### config.mk
export PLATFORM = sky130hd
export DESIGN_NAME = prog_clk_divider
export DESIGN_NICKNAME = d
export VERILOG_FILES = /design/src/rtl/prog_clk_divider.sv
export SDC_FILE = /design/constraint.sdc
export NUM_CORES = 1
export LEC_CHECK = 0
export ABC_AREA = 0
export CAP_MARGIN = 20
export CORE_ASPECT_RATIO = 1.4
export CORE_MARGIN = 8
export CORE_UTILIZATION = 25
export CTS_BUF_LIST = sky130_fd_sc_hd__clkbuf_8 sky130_fd_sc_hd__clkbuf_16
export DETAILED_ROUTE_END_ITERATION = 8
export PLACE_DENSITY_LB_ADDON = 0.3
export REMOVE_ABC_BUFFERS = 1
export SLEW_MARGIN = 20
export SYNTH_ARGS = -nofsm -noshare
export SYNTH_HDL_FRONTEND = slang
export SYNTH_SLANG_ARGS = --single-unit
### constraint.sdc
create_clock -name clk -period 2.15 [get_ports clk]
set_input_delay 0.215 -clock clk [delete_from_list [all_inputs] [get_ports clk]]
set_output_delay 0.215 -clock clk [all_outputs]
set_load 0.01 [all_outputs]
### src/rtl/prog_clk_divider.sv
// Programmable divide-by-N stage with a one-cycle period-start tick.
// Ratio changes and stop requests are only accepted at period boundaries.
module prog_clk_divider #(
  parameter int WIDTH = 4
) (
  input  logic             clk,
  input  logic             rst,
  input  logic             en,
  input  logic [WIDTH-1:0] ratio,
  output logic             div_out,
  output logic             tick,
  output logic [WIDTH-1:0] cur_ratio
);

  typedef enum logic {
    IDLE = 1'b0,
    RUN  = 1'b1
  } state_t;

  localparam logic [WIDTH-1:0] ONE   = WIDTH'(1);
  localparam logic [WIDTH:0]   ONE_W = (WIDTH + 1)'(1);

  state_t           state;
  logic [WIDTH-1:0] cnt;
  logic             start;
  logic             boundary;
  logic [WIDTH:0]   half;
  logic [WIDTH:0]   cnt_inc;

  assign start    = en && (ratio != '0);
  assign boundary = (cnt == (cur_ratio - ONE));
  // One extra bit so that N = 2**WIDTH-1 rounds up without wrapping.
  assign half     = ({1'b0, cur_ratio} + ONE_W) >> 1;
  assign cnt_inc  = {1'b0, cnt} + ONE_W;

  always_ff @(posedge clk or negedge rst) begin
    if (!rst) begin
      state     <= IDLE;
      cnt       <= '0;
      cur_ratio <= '0;
      div_out   <= 1'b0;
      tick      <= 1'b0;
    end else begin
      case (state)
        IDLE: begin
          cnt <= '0;
          if (start) begin
            state     <= RUN;
            cur_ratio <= ratio;
            tick      <= 1'b1;
            div_out   <= 1'b1;
          end else begin
            cur_ratio <= '0;
            tick      <= 1'b0;
            div_out   <= 1'b0;
          end
        end
        RUN: begin
          if (boundary) begin
            cnt <= '0;
            if (start) begin
              cur_ratio <= ratio;
              tick      <= 1'b1;
              div_out   <= 1'b1;
            end else begin
              state     <= IDLE;
              cur_ratio <= '0;
              tick      <= 1'b0;
              div_out   <= 1'b0;
            end
          end else begin
            // cnt stays below cur_ratio-1 here, so the truncation cannot wrap.
            cnt     <= cnt_inc[WIDTH-1:0];
            tick    <= 1'b0;
            div_out <= (cnt_inc < half);
          end
        end
        default: begin
          state     <= IDLE;
          cnt       <= '0;
          cur_ratio <= '0;
          tick      <= 1'b0;
          div_out   <= 1'b0;
        end
      endcase
    end
  end

endmodule

## Word-level counts from Yosys, hierarchy flattened

Cells that the tools add are included.

- Output and inout port bits: 6
- Register bits after elaboration: 11
- Word-level logic and storage cells: 26

- $lt $le $gt $ge: 1
- Multiplexer cells: 12
- Bitwise gates (word level): 1
- Reduce and logical (&&, ||, !) cells: 2
- Add/subtract/negate cells: 3
- Equal/unequal tests: 2

Operators by type and width:

| operator | count |
|---|---|
| $pmux W4 S2 | 2 |
| $mux W4 | 3 |
| $add A4 B1 Y5 const B | 2 |
| $pmux W1 S2 | 3 |
| $lt A5 B4 Y1 | 1 |
| $eq A4 B4 Y1 | 1 |
| $mux W1 | 4 |
| $reduce_bool A4 Y1 | 1 |
| $sub A4 B1 Y4 const B | 1 |
| $ne A2 B1 Y1 const B | 1 |
| $logic_and A1 B1 Y1 | 1 |
| $not A1 Y1 | 1 |

## Depth between registers and ports, before layout

Gate-level depths: netlist of run 1.

- Word-level depth: 5
- Depth in mapped cells: 7
- Gate-level depth less buffers: 6

## Worst setup path after synthesis of run 1

No wires, ideal clock.

- Kind: reg-to-reg
- Start: register cur_ratio[0]
- End: register div_out
- Path buffers: 1
- Period minus slack after synthesis: 1.825 ns
- Cell stages (with the launch flop): 7
- Arrival: 1.746 ns
- Required time: 2.071 ns
- Library setup time: 0.079 ns
- Setup slack: 0.325 ns
- Path through: dfrtp_1 inv_1 ha_1 xnor2_1 o41ai_2 buf_6 mux2i_1

- Cells in the longest elaborated chain, start to end: 4
- Elaborated cells between the ends (all ways): 6
- Classes of those cells: 2 x add/sub; 1 x order compare; 1 x eq/ne; 2 x mux

RTL lines:

| element | RTL line | source |
|---|---|---|
| start, declared | 12 | `output logic [WIDTH-1:0] cur_ratio` |
| start signal, assigned | 49 | `cur_ratio <= ratio;` |
| start signal, assigned | 62 | `cur_ratio <= ratio;` |
| $add A4 B1 Y5 or $sub A4 B1 Y4 (tied branches) | 33, 31 |  |
| $lt A5 B4 Y1 or $eq A4 B4 Y1 (tied branches) | 75, 31 |  |
| $mux W1 (*) | 59 | `if (boundary) begin` |
| $pmux W1 S2 (*) | 44 | `case (state)` |
| end signal, assigned | 75 | `div_out <= (cnt_inc < half);` |
| end, declared | 10 | `output logic div_out,` |

Mark *: on every way between the ends. The rest lies on a longest branch, timed or not.
A chain may end at the register's enable or synchronous reset.

## Worst setup path in the final report of run 1

- Start: register cur_ratio[1]
- End: register cnt[3]

- Cells in the longest elaborated chain, start to end: 4

RTL lines:

| element | RTL line | source |
|---|---|---|
| $sub A4 B1 Y4 | 31 | `assign boundary = (cnt == (cur_ratio - ONE));` |
| $eq A4 B4 Y1 | 31 |  |
| $mux W4 | 59 |  |
| $pmux W4 S2 | 44 |  |
| end signal, assigned | 73 | `cnt <= cnt_inc[WIDTH-1:0];` |
| end, declared | 24 | `logic [WIDTH-1:0] cnt;` |

No other way between the ends.

==> results.md, run 1 <==
- Outcome: finished, final reports clean
- Final period util: 84.6%
- Area leader, netlist: sky130_fd_sc_hd__dfrtp_1
- Post-synthesis sequential area ratio: 41.7%
- Worst slack at placement: around 0.33 ns
- Area delta synth->final: 31.8%
- Final clock skew: roughly 0.0011 ns
- Placed wire-length estimate: 1130 um
- Critical Path Sink Type: register
- Required time of the critical path: 2.27 ns
- Maximum vdd drop: between 500 and 600 uV
- Via count of the routed design: 462
- Final Max Slew Viols: 0
- Synthesized instance count: 60
- DR pass1 iterations: 1
- Total power per unit cell area: 1610 nW/um^2
- Vias in the first global route: 512
- Total clock buffers created by CTS: 3
- GR Util All Layers: between 6 and 7%
- Leakage power summed over all cells: 0.370 nW
- Top cells by area, synth: sky130_fd_sc_hd__dfrtp_1 (42%), sky130_fd_sc_hd__xnor2_1 (12%), sky130_fd_sc_hd__ha_1 (11%)
- Final hold vios: 0
- Most numerous cell types in the synthesized netlist: sky130_fd_sc_hd__dfrtp_1 (11), sky130_fd_sc_hd__xnor2_1 (9), sky130_fd_sc_hd__ha_1 (6), sky130_fd_sc_hd__nand2_1 (6)
- Proportion of layout cells with a drive suffix above 1: 10.4%
- Critical setup path kind: reg -> reg
- Die outline area: 4570 um^2
- Transition time at the pin with the least slew margin: 0.561 ns
- Cell at the root of the clock tree: sky130_fd_sc_hd__clkbuf_8
- Setup repair after global routing missed its margin: false
- Critical Path AT: between 1.5 and 2 ns
- Number of sinks handled by clock tree synthesis: 11
- Pint: 861 uW
- Routability congestion estimate: between 0.7 and 0.8
- CTS H-tree lvls: 1
- Hold WS: 0.312 ns
- Async set-reset flop share out of synthesis: 100%
- Number of antenna cells inserted: 0
- Cell at the slowest stage of the critical path: sky130_fd_sc_hd__dfrtp_1
- Remaining antenna violation count: 0
- Synthesized area: 661 um^2
- Max Fanout on Critical Path: 7
- Final setup violation count: 0
- Resized cells post-CTS: 0
- Clock Latency Late Sink: 0.23 ns
- Series of cell instances along the critical path: inv_1 > ha_1 > xnor2_1 > o41ai_2 > buf_4 > and2b_1
- Final WL: around 1400 um
- Combinational fraction of design power: 57.6%
- Worst stage delay on the critical path: around 0.44 ns
- First-pass GRT wire length: 2370 um
- Worst slew margin: 62.1%
- Final net count: 91
- Register bit total from synthesis: 11
- Post-route setup slack: 0.332 ns
- Peak Freq: 550 MHz
- DRC errors left: 0
- Port-buffer cells: 12
- Pin count of the biggest net entering global routing: 12
- Synth Flop Type: sky130_fd_sc_hd__dfrtp_1
- CTS Hold Buffers Added: 0
- Area inside the core boundary: around 2600 um^2
- Net switching share of the total power: 38.8%
- Number of standard cells in the layout, taps in and fillers out: approximately 110
- Seq pwr share: 28.6%
- Most frequent cell after synthesis: sky130_fd_sc_hd__dfrtp_1
- Buffers from clock root to sink, at most: 2
- Net switching power: 545 uW
- Clock tree from TritonCTS: built
- Synth top area share: between 40% and 50%
- Clk slew on worst S/H paths: 0.05 ns
- Top Ports: 13
- Summed area of non-filler cells in the final layout: 871 um^2
- Die height: about 77 um
- Die outline width: 59.4 um
- Number of enable flip-flop cells after synthesis: 0
- Antenna violations before repair: 0
- Cell row count: 22
- Mapped Avg Cell Area: 11.0 um^2
- Final critical delay including setup and external delays: 1.82 ns
- Nature of the critical path startpoint: register
- Number of library cell types mapped by synthesis: 18
- Remaining global-route overflow: 0
- Placed cell areas: 826 um^2
- Iteration-0 DRC Markers: 0
- Placed cell count: 109
- Post-DR vias/cell: 4.09
- Count of yosys warnings during synthesis: 0
- Max_cap viols: 0
- Class of the worst hold path: in -> async
- Post-DR wirelength/cell: 12.1 um
- Clock network power share: ~14%
- Initial core utilization: between 20% and 30%
- Worst R2R Setup Slack: 0.33 ns
- Post-CTS setup-driven buffer insertion count: 0
[power groups by stage]
stage	Combinational [mW]	Sequential [mW]	Clock [mW]
finish	0.809	0.402	0.194
floorplan	0.513	0.422	0
detailed placement	0.812	0.407	0
CTS	0.824	0.404	0.207
global route	0.912	0.420	0.213
global placement	0.797	0.407	0
[layer usage]
metal,wire length (um),track usage (%)
met1,549,7.27
met2,752,11.0
met3,23,1.17
met4,44,6.49
met5,0,0
[registers in the layout, summed over array words and instances (netlist names)]
signal     count
cur_ratio      4
tick           1
state          1
cnt            4
div_out        1
[worst max-delay path, delay by kind of cell, from the launching register on]
family,cells,cell delay (ns)
xor gates and xnor gates,1,0.15
buffers and inverters,2,0.29
AOI/OAI and AO/OA,1,0.35
adders and majority gates,1,0.31
and+or+nand+nor,1,0.17
DFF,1,0.44
[stage by stage]
| stage | setup TNS, ns | utilization, % | power (mW) |
|---|---|---|---|
| 2_1_floorplan | -0.361 | - | 0.935 |
| 3_3_place_gp | 0 | 32.3 | 1.20 |
| 3_5_place_dp | 0 | 32.3 | 1.22 |
| 4_1_cts | 0 | 34.0 | 1.44 |
| 5_1_grt | 0 | 34.0 | 1.54 |
| 6_report | 0 | 34.0 | 1.41 |
[cells by family after synthesis]
group	share of synthesized area, %
compound gates	7.39
xor+xnor	13.3
fa+ha+maj	11.4
buf+inv	6.25
flops	41.7
mux	7.58
simple gates	12.5
[placed cells by master, fill, tap and decap left out]
| master | count |
|---|---|
| sky130_fd_sc_hd__clkbuf_8 | 3 |
| sky130_fd_sc_hd__mux2i_1 | 5 |
| sky130_fd_sc_hd__o41ai_1 | 1 |
| sky130_fd_sc_hd__a211oi_1 | 1 |
| sky130_fd_sc_hd__dfrtp_1 | 11 |
| sky130_fd_sc_hd__and2b_1 | 2 |
| sky130_fd_sc_hd__o21ai_0 | 2 |
| sky130_fd_sc_hd__xnor2_1 | 9 |
| sky130_fd_sc_hd__nor2b_1 | 1 |
| sky130_fd_sc_hd__a31oi_1 | 1 |
| sky130_fd_sc_hd__clkdlybuf4s50_1 | 12 |
| sky130_fd_sc_hd__nand2_1 | 6 |
| sky130_fd_sc_hd__inv_1 | 6 |
| sky130_fd_sc_hd__buf_4 | 3 |
| sky130_fd_sc_hd__ha_1 | 6 |
| sky130_fd_sc_hd__xor2_1 | 1 |
| sky130_fd_sc_hd__nor2_1 | 2 |
| sky130_fd_sc_hd__nor3_4 | 1 |
| sky130_fd_sc_hd__o41ai_2 | 1 |
| sky130_fd_sc_hd__nand3_1 | 3 |
[cell type report]
cell class | count | area [um^2]
clock buffers | 3 | 41.3
clock inverters | 1 | 3.75
fillers | 250 | 1690
inverters | 5 | 18.8
multi-input cells | 42 | 344
flip-flops and latches | 11 | 275
well taps | 36 | 45.0
repair buffers | 15 | 143
[final timing paths]
kind                                     startpoint           endpoint  depth (start not counted)
min reg2reg                        cnt[0]$_DFF_PN0_   cnt[0]$_DFF_PN0_                          1
max                        cur_ratio[1]$_DFFE_PN0P_   cnt[3]$_DFF_PN0_                          6
min                                             rst     tick$_DFF_PN0_                          1
max reg2reg                cur_ratio[1]$_DFFE_PN0P_   cnt[3]$_DFF_PN0_                          6
max in group asynchronous                       rst  div_out$_DFF_PN0_                          1
min in group clk                   cnt[0]$_DFF_PN0_   cnt[0]$_DFF_PN0_                          1
No activity file was read; power rests on OpenSTA's default activity.
==> run 2: changes to the inputs <==
- clock period: 2.15 -> 1.8 ns (I/O delays scaled with it)
==> run 2 against run 1 <==
Against the previous run:
- maximum frequency increased by 7.1%
- sequential cell count did not move
- power up 35%
- first-iteration DRC count rose by 5
- core utilization grew 2.9 points
- sequential share of layout area fell by 2.4 points
- global-route usage barely moved
- hold slack got worse by 0.029 ns
- design area increased by 8.6%
- clock skew grew 0.0020 ns
- die area unchanged
- critical path type unchanged
- critical endpoint is now cur_ratio[3]$_DFFE_PN0P_
==> results.md, run 2 (same netlist as run 1, synthesis figures left out) <==
- Outcome: finished, final reports clean
- Port-buffer cells: 12
- Final hold vios: 0
- Number of antenna cells inserted: 0
- Final critical delay including setup and external delays: roughly 1.7 ns
- Post-DR vias/cell: 4.19
- Class of the worst hold path: in -> async
- Required time of the critical path: 1.96 ns
- DR pass1 iterations: 4
- Worst stage delay on the critical path: 0.36 ns
- Peak Freq: 589 MHz
- CTS H-tree lvls: 1
- Worst slew margin: 66.6%
- Critical Path AT: 1.85 ns
- Final net count: 96
- Final setup violation count: 0
- Final clock skew: 0.00318 ns
- DRC errors left: 0
- Worst R2R Setup Slack: 0.10 ns
- Kind of cell with the highest combined delay on the critical path: compound AO/OA/AOI/OAI gates
- Number of standard cells in the layout, taps in and fillers out: around 120
- Die height: 76.8 um
- Die outline area: 4570 um^2
- Vias in the first global route: 536
- Worst reg2reg path depth: 7
- Met1 Use GR: under 10%
- GR Util All Layers: just under 7%
- Remaining global-route overflow: 0
- Series of cell instances along the critical path: inv_1 > ha_4 > xnor2_2 > xnor2_1 > o41ai_2 > buf_4 > mux2i_1
- Final Max Slew Viols: 0
- Global routing met3 resource utilization: under 10%
- Beginning of the worst register-to-register path: cur_ratio[0]$_DFFE_PN0P_
- Transition time at the pin with the least slew margin: 0.500 ns
- Critical Path Sink Type: register
- Pin count of the biggest net entering global routing: 12
- Cell at the slowest stage of the critical path: sky130_fd_sc_hd__o41ai_2
- Final WL: ~1500 um
- First-pass GRT wire length: 2280 um
- Placed wire-length estimate: 1170 um
- Total power per unit cell area: ~2000 nW/um^2
- Registers with the highest flip-flop counts: cnt (4), cur_ratio (4)
- CTS Hold Buffers Added: 0
- Via count of the routed design: 495
- Die outline width: 59.4 um
- PnR Total Power: 1.90 mW
- Critical path capture point: cur_ratio[3]$_DFFE_PN0P_
- Most frequent standard cell in the layout excluding fill and tap cells: sky130_fd_sc_hd__clkdlybuf4s50_1
- Remaining antenna violation count: 0
- Buffers from clock root to sink, at most: 2
- Routability congestion estimate: 0.746
- Cell row count: 22
- Reg-to-reg endpoint: cur_ratio[3]$_DFFE_PN0P_
- Post-DR wirelength/cell: 12.4 um
- Proportion of layout cells with a drive suffix above 1: 23.2%
- Cell at the root of the clock tree: sky130_fd_sc_hd__clkbuf_8
- Leakage power summed over all cells: 0.408 nW
- Nature of the critical path startpoint: register
- Global route hottest layer: met2
- Area inside the core boundary: 2560 um^2
- Utilization after layout: 37.0%
- Critical Path Source: cur_ratio[0]$_DFFE_PN0P_
- Highest-count cells in the layout ignoring fill and taps: sky130_fd_sc_hd__clkdlybuf4s50_1 (12), sky130_fd_sc_hd__dfrtp_1 (10), sky130_fd_sc_hd__xnor2_1 (7), sky130_fd_sc_hd__buf_4 (7), sky130_fd_sc_hd__nand2_1 (6)
- Clock Latency Late Sink: 0.23 ns
- Clock tree from TritonCTS: built
- Number of cells on the critical path: 7
- Area delta synth->final: 43.2%
- Number of sinks handled by clock tree synthesis: 11
- Antenna violations before repair: 0
- Maximum vdd drop: between 800 and 900 uV
- Clk slew on worst S/H paths: 0.05 ns
- Placed cell count: 112
- Total clock buffers created by CTS: 3
- TNS Setup: 0 ns
- Max Fanout on Critical Path: 4
- Top Ports: 13
- Setup repair after global routing missed its margin: true
- Critical setup path kind: reg -> reg
- Total buffers and inverters traversed by the critical path: 2
- Initial core utilization: 25.8%
- Iteration-0 DRC Markers: 5
- Met2 track demand over resource in global routing: 11.4%
- Max_cap viols: 0
- Final period util: between 90% and 100%
-- run 2: worst min path at each step --
stage | startpoint | cells past startpoint | endpoint
2_1_floorplan | rst | 0 | cnt[0]$_DFF_PN0_
3_3_place_gp | cur_ratio[0]$_DFFE_PN0P_ | 2 | cur_ratio[0]$_DFFE_PN0P_
3_5_place_dp | rst | 1 | tick$_DFF_PN0_
4_1_cts | rst | 1 | tick$_DFF_PN0_
5_1_grt | rst | 1 | div_out$_DFF_PN0_
6_report | rst | 1 | div_out$_DFF_PN0_
-- run 2: metal layers --
layer / part of all wire (%) / up-vias
li1: - / 245
met1: 37 / 244
met2: 58 / 4
met3: 1.6 / 2
met4: 2.7 / 0
met5: 0 / -
-- run 2: worst register-to-register path, stage by stage (launching register included) --
cell                      delay, ns
sky130_fd_sc_hd__dfrtp_1       0.35
sky130_fd_sc_hd__inv_1         0.08
sky130_fd_sc_hd__ha_4          0.17
sky130_fd_sc_hd__xnor2_2       0.12
sky130_fd_sc_hd__xnor2_1       0.14
sky130_fd_sc_hd__o41ai_2       0.36
sky130_fd_sc_hd__buf_4         0.21
sky130_fd_sc_hd__mux2i_1       0.19
-- run 2: what timing repair did --
item                       CTS  global route
setup endpoints to repair    0             4
setup buffers                0             2
resized for setup            0             9
-- run 2: per-stage QoR --
| step | cell area (um^2) | hold slack [ns] | setup WS (ns) |
|---|---|---|---|
| 6_report | 946 | 0.284 | 0.102 |
| 3_3_place_gp | 848 | 0.545 | 0.0970 |
| 3_5_place_dp | 848 | 0.546 | 0.0776 |
| 2_1_floorplan | 638 | -0.116 | -0.453 |
| 4_1_cts | 893 | 0.293 | 0.0683 |
| 5_1_grt | 946 | 0.300 | -0.00564 |
-- run 2: area by class of cell --
type,instances,area (um^2)
well taps,36,45.0
repair buffers,20,184
fillers,248,1610
inverters,5,18.8
flip-flops and latches,11,277
multi-input cells,42,377
clock buffers,3,41.3
clock inverters,1,3.75
-- run 2: report_power, final --
part / internal (mW) / switching (mW) / total [mW]
clock network: 0.149 / 0.0866 / 0.236
registers: 0.363 / 0.103 / 0.466
logic: 0.657 / 0.538 / 1.20
total: 1.17 / 0.728 / 1.90
